[src/rtl/switch_pkg.sv]
// switch_pkg: shared definitions for the switch scanner.
//   - scan FSM state encodings
//   - debounce counter width
//   - event record layout (channel id + new level) and its packing helper
package switch_pkg;

    // Per-channel debounce counter width; STABLE_CNT-1 always fits.
    localparam int CNT_W = 4;

    // Event id field is sized for the largest supported bank (16 channels).
    localparam int EV_ID_W = 4;

    typedef enum logic {
        ST_IDLE = 1'b0,
        ST_SCAN = 1'b1
    } scan_state_t;

    typedef struct packed {
        logic [EV_ID_W-1:0] id;
        logic               press;
    } sw_event_t;

    localparam int EV_W = $bits(sw_event_t);

    function automatic sw_event_t pack_event(input logic [EV_ID_W-1:0] id,
                                             input logic               press);
        sw_event_t ev;
        ev.id    = id;
        ev.press = press;
        return ev;
    endfunction

endpackage

[src/rtl/switch_event_fifo.sv]
// switch_event_fifo: small synchronous FIFO for switch events.
// Ports:
//   clk_i, rst_ni : clock, async active-low reset
//   push_i, din_i : write request and data
//   pop_i         : read request (ignored when empty)
//   dout_o        : head entry, valid while !empty_o
//   full_o        : no free entry
//   empty_o       : no entry stored
// A pop on a full FIFO frees the slot the same cycle, so a simultaneous
// push is accepted. DEPTH may be 1 (single holding register).
module switch_event_fifo #(
    parameter int DEPTH = 4,
    parameter int W     = 5
) (
    input  logic         clk_i,
    input  logic         rst_ni,
    input  logic         push_i,
    input  logic [W-1:0] din_i,
    input  logic         pop_i,
    output logic [W-1:0] dout_o,
    output logic         full_o,
    output logic         empty_o
);
    localparam int AW = (DEPTH > 1) ? $clog2(DEPTH) : 1;
    localparam int CW = $clog2(DEPTH + 1);

    // Storage rounded up to the pointer range; pointers wrap at DEPTH-1.
    logic [(1<<AW)-1:0][W-1:0] mem_q;
    logic [AW-1:0]             wr_q, rd_q;
    logic [CW-1:0]             cnt_q;
    logic                      do_push, do_pop;

    function automatic logic [AW-1:0] nxt(input logic [AW-1:0] p);
        return (p == AW'(DEPTH - 1)) ? '0 : p + AW'(1);
    endfunction

    assign full_o  = (cnt_q == CW'(DEPTH));
    assign empty_o = (cnt_q == '0);
    assign dout_o  = mem_q[rd_q];
    assign do_pop  = pop_i && !empty_o;
    assign do_push = push_i && (!full_o || do_pop);

    always_ff @(posedge clk_i or negedge rst_ni) begin
        if (!rst_ni) begin
            mem_q <= '0;
            wr_q  <= '0;
            rd_q  <= '0;
            cnt_q <= '0;
        end else begin
            if (do_push) begin
                mem_q[wr_q] <= din_i;
                wr_q        <= nxt(wr_q);
            end
            if (do_pop) rd_q <= nxt(rd_q);
            if (do_push && !do_pop)      cnt_q <= cnt_q + CW'(1);
            else if (!do_push && do_pop) cnt_q <= cnt_q - CW'(1);
        end
    end

endmodule

[src/rtl/switch_scanner.sv]
// switch_scanner: time-multiplexed debounce controller for a switch bank.
// One shared counter incrementer is stepped across the channels, one
// channel per clock, after every scan tick.
// Ports:
//   sys_clock, sys_reset_n : clock, async active-low reset
//   switch_in              : raw asynchronous switch inputs
//   switch_level           : debounced levels
//   event_valid/ready      : press/release event handshake
//   event_id, event_press  : changed channel, 1 = press, 0 = release
//   overflow, overflow_clr : sticky dropped-event flag and its clear
// Build option: define SWITCH_EVENT_FIFO_EN for a FIFO_DEPTH-entry event
// queue; otherwise events go through a single holding register.
module switch_scanner
    import switch_pkg::*;
#(
    parameter int N_SW       = 4,
    parameter int TICK_DIV   = 256,
    parameter int STABLE_CNT = 8,
    parameter int FIFO_DEPTH = 4
) (
    input  logic                    sys_clock,
    input  logic                    sys_reset_n,
    input  logic [N_SW-1:0]         switch_in,
    output logic [N_SW-1:0]         switch_level,
    output logic                    event_valid,
    input  logic                    event_ready,
    output logic [$clog2(N_SW)-1:0] event_id,
    output logic                    event_press,
    output logic                    overflow,
    input  logic                    overflow_clr
);
    localparam int ID_W = $clog2(N_SW);
    localparam int PW   = $clog2(TICK_DIV);
`ifdef SWITCH_EVENT_FIFO_EN
    localparam int Q_DEPTH = FIFO_DEPTH;
`else
    localparam int Q_DEPTH = 1;
`endif

    // A scan must finish before the next tick can start one.
    if (TICK_DIV < N_SW + 2) begin : g_bad_tick_div
        $error("switch_scanner: TICK_DIV must be >= N_SW+2");
    end
    if (N_SW < 2 || N_SW > 16) begin : g_bad_n_sw
        $error("switch_scanner: N_SW must be 2..16");
    end
    if (STABLE_CNT < 2 || STABLE_CNT > 15) begin : g_bad_stable
        $error("switch_scanner: STABLE_CNT must be 2..15");
    end

    logic [N_SW-1:0]             sync1_q, sync_q;
    logic [PW-1:0]               presc_q;
    logic                        tick;
    scan_state_t                 state_q;
    logic [ID_W-1:0]             ch_q;
    logic [N_SW-1:0][CNT_W-1:0]  cnt_q;
    logic [N_SW-1:0]             level_q;
    logic                        ovf_q;

    logic [CNT_W-1:0]            cnt_cur, cnt_inc;
    logic                        differ, settle, ev_push, pop, drop;
    sw_event_t                   ev_din, ev_out;
    logic                        q_full, q_empty;

    // Synchronizer and scan prescaler.
    always_ff @(posedge sys_clock or negedge sys_reset_n) begin
        if (!sys_reset_n) begin
            sync1_q <= '0;
            sync_q  <= '0;
            presc_q <= '0;
        end else begin
            sync1_q <= switch_in;
            sync_q  <= sync1_q;
            presc_q <= tick ? '0 : presc_q + PW'(1);
        end
    end

    assign tick = (presc_q == PW'(TICK_DIV - 1));

    // Shared incrementer: operates on the channel currently selected by ch_q.
    always_comb begin
        cnt_cur = cnt_q[ch_q];
        cnt_inc = cnt_cur + CNT_W'(1);
        differ  = sync_q[ch_q] ^ level_q[ch_q];
        settle  = differ && (cnt_cur == CNT_W'(STABLE_CNT - 1));
        ev_push = (state_q == ST_SCAN) && settle;
        ev_din  = pack_event(EV_ID_W'(ch_q), ~level_q[ch_q]);
    end

    assign pop  = event_valid && event_ready;
    assign drop = ev_push && q_full && !pop;

    // Scan FSM with the per-channel counters, levels and overflow flag.
    always_ff @(posedge sys_clock or negedge sys_reset_n) begin
        if (!sys_reset_n) begin
            state_q <= ST_IDLE;
            ch_q    <= '0;
            cnt_q   <= '0;
            level_q <= '0;
            ovf_q   <= 1'b0;
        end else begin
            // A new drop takes priority over a clear in the same cycle.
            if (drop)              ovf_q <= 1'b1;
            else if (overflow_clr) ovf_q <= 1'b0;

            case (state_q)
                ST_IDLE: begin
                    if (tick) begin
                        state_q <= ST_SCAN;
                        ch_q    <= '0;
                    end
                end
                ST_SCAN: begin
                    if (!differ) begin
                        cnt_q[ch_q] <= '0;
                    end else if (settle) begin
                        cnt_q[ch_q]   <= '0;
                        level_q[ch_q] <= ~level_q[ch_q];
                    end else begin
                        cnt_q[ch_q] <= cnt_inc;
                    end
                    if (ch_q == ID_W'(N_SW - 1)) state_q <= ST_IDLE;
                    else                         ch_q    <= ch_q + ID_W'(1);
                end
                default: state_q <= ST_IDLE;
            endcase
        end
    end

    switch_event_fifo #(
        .DEPTH (Q_DEPTH),
        .W     (EV_W)
    ) u_fifo (
        .clk_i   (sys_clock),
        .rst_ni  (sys_reset_n),
        .push_i  (ev_push),
        .din_i   (ev_din),
        .pop_i   (pop),
        .dout_o  (ev_out),
        .full_o  (q_full),
        .empty_o (q_empty)
    );

    // Id bits above the bank size are always zero.
    if (ID_W < EV_ID_W) begin : g_id_pad
        logic unused_id_hi;
        assign unused_id_hi = |ev_out.id[EV_ID_W-1:ID_W];
    end

    assign switch_level = level_q;
    assign overflow     = ovf_q;
    assign event_valid  = !q_empty;
    assign event_id     = ev_out.id[ID_W-1:0];
    assign event_press  = ev_out.press;

endmodule

[config.mk]
export PLATFORM = sky130hd
export DESIGN_NAME = switch_scanner
export DESIGN_NICKNAME = d
export VERILOG_FILES = /design/src/rtl/switch_pkg.sv /design/src/rtl/switch_event_fifo.sv /design/src/rtl/switch_scanner.sv
export SDC_FILE = /design/constraint.sdc
export NUM_CORES = 1
export LEC_CHECK = 0
export CORE_MARGIN = 8
export CORE_UTILIZATION = 47
export CTS_BUF_LIST = sky130_fd_sc_hd__clkbuf_8
export CTS_CLUSTER_DIAMETER = 50
export DETAILED_ROUTE_END_ITERATION = 6
export GPL_ROUTABILITY_DRIVEN = 0
export PLACE_DENSITY = 0.74
export SLEW_MARGIN = 10
export SYNTH_ARGS = -nofsm -noshare
export SYNTH_HDL_FRONTEND = slang
export SYNTH_SLANG_ARGS = --single-unit
[constraint.sdc]
create_clock -name sys_clock -period 2.6 [get_ports sys_clock]
set_input_delay 0.52 -clock sys_clock [delete_from_list [all_inputs] [get_ports sys_clock]]
set_output_delay 0.52 -clock sys_clock [all_outputs]
set_load 0.02 [all_outputs]
# After elaboration in Yosys (flattened, before gate mapping)
# Cells that the tools add are included.
# classes
bitwise	5
n_lt_le_gt_ge	5
mux	32
n_eq_ne	5
add_sub_neg	7
n_reduce_logical	20
# op_table
op	n
$mux W16	2
$and A16 B16 Y16	1
$bwmux W16	1
$not A16 Y16	1
$logic_and A1 B1 Y1	11
$mux W1	11
$bwmux W10	1
$add A8 B1 Y8 const B	1
$bmux W4 S2	1
$demux W4 S2	1
$eq A8 B8 Y1 const B	1
$mux W4	2
$mux W8	1
$mux W3	2
$demux W5 S1	1
$mux W5	1
$add A4 B1 Y4 const B	1
$bmux W1 S2	2
$bwmux W4	1
$eq A4 B3 Y1 const B	1
$logic_not A1 Y1	4
$lt A1 B2 Y1 const B	2
$mux W2	2
$ne A2 B2 Y1 const B	2
16 further kinds	20
# totals
register_bits	53
out_inout_bits	9

# Logic depth before layout (Yosys ltp)
# logic_depth
depth_word	10
depth_mapped	8
ltp_nobuf	6

# By module
# Synthesis repeated with hierarchy kept, for this count alone.
# unflattened
cells_unflattened	166
hier_area_um2	2113.3
# modules_own_cells
mod	seq_area_each_um2	cells_per_inst	area_each_um2	instances
switch_scanner	1001.0	151	1851.8	1
switch_event_fifo	150.1	15	261.5	1

# Least setup slack after synthesis
# OpenSTA, ideal clock, no wires.
# synth_timing
path_type	register -> register
from	reg ch_q[0]
to	reg u_fifo.mem_q[1] (netlist name)
path_stages_with_launch	8
required_time_ns	2.475
t_arrival_ns	2.172
path_slack_ns	0.304
path_cell_list	dfrtp_1 > buf_6 > mux4_1 > ha_1 > nand4_1 > nand2_1 > nand4_1 > mux2_2
# synth_between
elab_chain_len	6
# synth_lines
item	line	text
start: declaration	switch_scanner.sv:55	logic [ID_W-1:0] ch_q;
start signal: assignment	switch_scanner.sv:123	else ch_q <= ch_q + ID_W'(1);
$bmux W4 S2 / $bmux W1 S2 (equally long branches)	switch_scanner.sv:82, switch_scanner.sv:84	
$mux W4 (implied by the code) / $mux W1 (equally long branches)	switch_scanner.sv:82, switch_scanner.sv:84	
$eq A4 B3 Y1 / $xor A1 B1 Y1 (equally long branches)	switch_scanner.sv:85, switch_scanner.sv:84	
$logic_and A1 B1 Y1	switch_scanner.sv:85	settle = differ && (cnt_cur == CNT_W'(STABLE_CNT - 1));
$logic_and A1 B1 Y1	switch_scanner.sv:86	ev_push = (state_q == ST_SCAN) && settle;
$logic_and A1 B1 Y1	switch_event_fifo.sv:41	assign do_push = push_i && (!full_o || do_pop);
end signal: indexed assignment	switch_event_fifo.sv:51	mem_q[wr_q] <= din_i;
end: declaration	switch_event_fifo.sv:28	logic [(1<<AW)-1:0][W-1:0] mem_q;
# Parallel ways exist; a longest one is shown, timed or not. The select of a mux whose other input is x is not followed.
# A chain may end at the register's enable or synchronous reset.

# Final worst setup path
# Ends and elaborated chain as after synthesis.

==> impl_metrics.env <==
export IMPL_status="complete, no violations"
export IMPL_tightest_slew_ps=946.2
export IMPL_wl_per_cell_um=17.59
export IMPL_dp_hpwl_um=2999
export IMPL_p_per_area_nw_per_um2=502.4
export IMPL_drt_iter0_drc=67
export IMPL_critPathMaxFanout=8
export IMPL_vdd_ir_drop_worst_v=0.0003852
export IMPL_dr_pass1_iters=4
export IMPL_cts_max_path_buffers=2
export IMPL_clk_root_buffer_cell="clkbuf_8"
export IMPL_worstHoldStart="sync1_q[2]$_DFF_PN0_"
export IMPL_final_cells=238
export IMPL_hold_viol_final=0
export IMPL_p_leak_uw=0.001040
export IMPL_ant_nets=0
export IMPL_slew_viol_final=0
export IMPL_whs_path_depth=0
export IMPL_drive_gt1_share_pct=13.98
export IMPL_ys_warnings_count=0
export IMPL_reg2reg_to="u_fifo.mem_q[1]$_DFFE_PN0P_"
export IMPL_r2r_start="ch_q[0]$_DFFE_PN0P_"
export IMPL_fin_nets=199
export IMPL_max_cap_viol_count=0
export IMPL_diodes=0
export IMPL_grt_max_degree=45
export IMPL_fillers=359
export IMPL_setup_violations_final=0
export IMPL_synth_edff_count=0
export IMPL_seq_area_frac_synth_pct=54.42
export IMPL_min_path_type="register to register"
export IMPL_track_usage_pct=13.30
export IMPL_antenna_found_initial=0
export IMPL_grt_pass1_vias=1446
export IMPL_max_freq_ghz=0.4163
export IMPL_die_area_um2=6660
export IMPL_synth_nets=179
export IMPL_clock_latency_ps=300
export IMPL_finalSetupTns_ps=0
export IMPL_via_count=1382
export IMPL_min_to="sync_q[2]$_DFF_PN0_"
export IMPL_core_area_um2=4264
export IMPL_vias_per_cell=5.807
export IMPL_tritoncts="done"
export IMPL_synth_avg_cell_area_um2=12.26
export IMPL_final_area_um2=2298
export IMPL_timing_final_crit_share_pct=92.38
export IMPL_reg2reg_depth=6
export IMPL_seqCellArea_um2=1101
export IMPL_cts_clk_slew_worst_paths_ps=90
export IMPL_critPathKind="register to register"
export IMPL_place_inst=230
export IMPL_routed_wl_um=4187
export IMPL_grt_pass1_wl_um=6796
export IMPL_start_kind="register"
export IMPL_cts_sinks=44
export IMPL_ys_ff_latch=44
export IMPL_required_ps=2790
export IMPL_netlist_cell_type_count=32
export IMPL_crit_arrival_ps=2600
export IMPL_end_kind="register"
export IMPL_cts_buffers_inserted=5
export IMPL_period_needed_ps=2402
export IMPL_post_dp_cell_area_um2=2210
export IMPL_relSlewSlack_pct=36.92
export IMPL_post_cts_buffers=0
export IMPL_grt_setup_unrepaired="no"
export IMPL_grt_ovfl_total=0
export IMPL_initial_core_util_pct=47.45
export IMPL_die_w_um=81.61
export IMPL_startpoint="ch_q[0]$_DFFE_PN0P_"
export IMPL_clock_skew_ps=11.82
export IMPL_ctsHoldBuffers=0
export IMPL_port_buffers=16
export IMPL_syn_area_um2=2023
export IMPL_postSynthCellCount=165
export IMPL_async_flop_share_pct=100.0
export IMPL_rows=24
export IMPL_ios=17
export IMPL_die_h_um=81.61
export IMPL_whs_ps=351.7
export IMPL_multiInputGateArea_um2=854.6
export IMPL_synth_ff_type="dfrtp_1"
export IMPL_reg2reg_slack_ps=200
export IMPL_htree_num_levels=2
export IMPL_areaGrowthSynthToFinish_pct=13.61
export IMPL_drc=0
export IMPL_final_core_util_pct=53.90
power breakdown:
part | switching [uW] | internal (uW) | leakage, uW
clock | 220 | 212 | 0.0000510
combinational | 20.0 | 10.9 | 0.000412
sequential | 1.66 | 690 | 0.000577
total | 242 | 913 | 0.00104
how the worst max path moves through the flow:
stage / endpoint / slack, ps / cells after the start
4_1_cts: u_fifo.mem_q[1]$_DFFE_PN0P_ / 100 / 6
2_1_floorplan: u_fifo.mem_q[1]$_DFFE_PN0P_ / 300 / 7
3_3_place_gp: u_fifo.mem_q[2]$_DFFE_PN0P_ / 300 / 6
3_5_place_dp: u_fifo.mem_q[1]$_DFFE_PN0P_ / 150 / 6
5_1_grt: u_fifo.mem_q[1]$_DFFE_PN0P_ / 100 / 6
6_report: u_fifo.mem_q[1]$_DFFE_PN0P_ / 200 / 6
cell type report:
class	count	share of cell area (%)
inverter	4	0.6532
sequential	44	47.90
clock inverter	2	0.4355
tap	52	2.831
timing repair buffer	18	7.403
clock buffer	6	3.593
multi-input combinational	112	37.18
sequential cells by signal, indices dropped and copies added (netlist names):
signal	count
ch_q	2
sync_q	4
u_fifo.mem_q	3
presc_q	8
u_fifo.full_o	1
state_q	1
sync1_q	4
switch_level	4
cnt_q	16
overflow	1
synthesized netlist by cell type (all sizes together), types with 2 or more instances:
cell | n | area share (%)
buf | 4 | 2.2
mux2 | 8 | 4.5
xor2 | 4 | 2.1
nand2 | 23 | 4.3
xnor2 | 4 | 1.7
nand3 | 6 | 1.7
and3 | 2 | 0.93
a21oi | 2 | 0.49
ha | 6 | 3.7
nand4 | 3 | 0.93
nor2 | 10 | 1.9
a22o | 4 | 1.7
mux2i | 3 | 1.5
inv | 4 | 0.74
dfrtp | 44 | 54
o31ai | 9 | 3.3
a41oi | 5 | 2.2
mux4 | 5 | 6.1
o21ai | 10 | 2.5
per-stage QoR:
stage | total power (uW) | worst slack (ps)
floorplan | 715.4 | 303.6
global placement | 734.7 | 296.4
detailed placement | 737.2 | 148.6
CTS | 1169 | 105.0
global route | 1195 | 96.72
finish | 1155 | 198.2
kinds of logic after synthesis:
| family | after synthesis | synth area share [%] |
|---|---|---|
| AND/OR/NAND/NOR | 49 | 11.50 |
| flip-flops | 44 | 54.42 |
| AO/OA/AOI/OAI | 33 | 11.32 |
| multiplexers | 16 | 12.06 |
| buffers and inverters | 9 | 3.153 |
| XOR/XNOR | 8 | 3.835 |
| adder cells (fa/ha/maj) | 6 | 3.710 |
routing by layer:
layer	up-vias	GRT usage [%]	wire, um
li1	637	-	-
met5	-	0	0
met2	34	23.31	2187
met1	702	14.91	1756
met4	0	5.965	70
met3	9	3.392	172
what timing repair did:
action | CTS | global route
gates resized for setup | 0 | 1
endpoints found under the setup margin | 0 | 2
endpoints found under the hold margin | 0 | 0
critical path: stages (launching register included):
cell and delay (ps):
dfrtp_1 470, mux4_2 610, ha_1 280, nand4_1 170
nand2_1 220, nand4_1 200, mux2_2 340
cell usage in the layout, fill, tap and decap left out, drive strengths merged, types with 2 or more instances in the layout:
| master | n |
|---|---|
| o21ai | 10 |
| a21oi | 2 |
| a41oi | 5 |
| mux4 | 5 |
| and3 | 2 |
| o31ai | 9 |
| xnor2 | 4 |
| clkbuf | 6 |
| inv | 4 |
| mux2 | 8 |
| ha | 6 |
| nand4 | 3 |
| mux2i | 3 |
| dfrtp | 44 |
| xor2 | 4 |
| a22o | 4 |
| nor2 | 10 |
| buf | 3 |
| clkdlybuf4s50 | 15 |
| clkinv | 2 |
| nand3 | 6 |
| nand2 | 23 |
(Power assumes the default switching activity.)
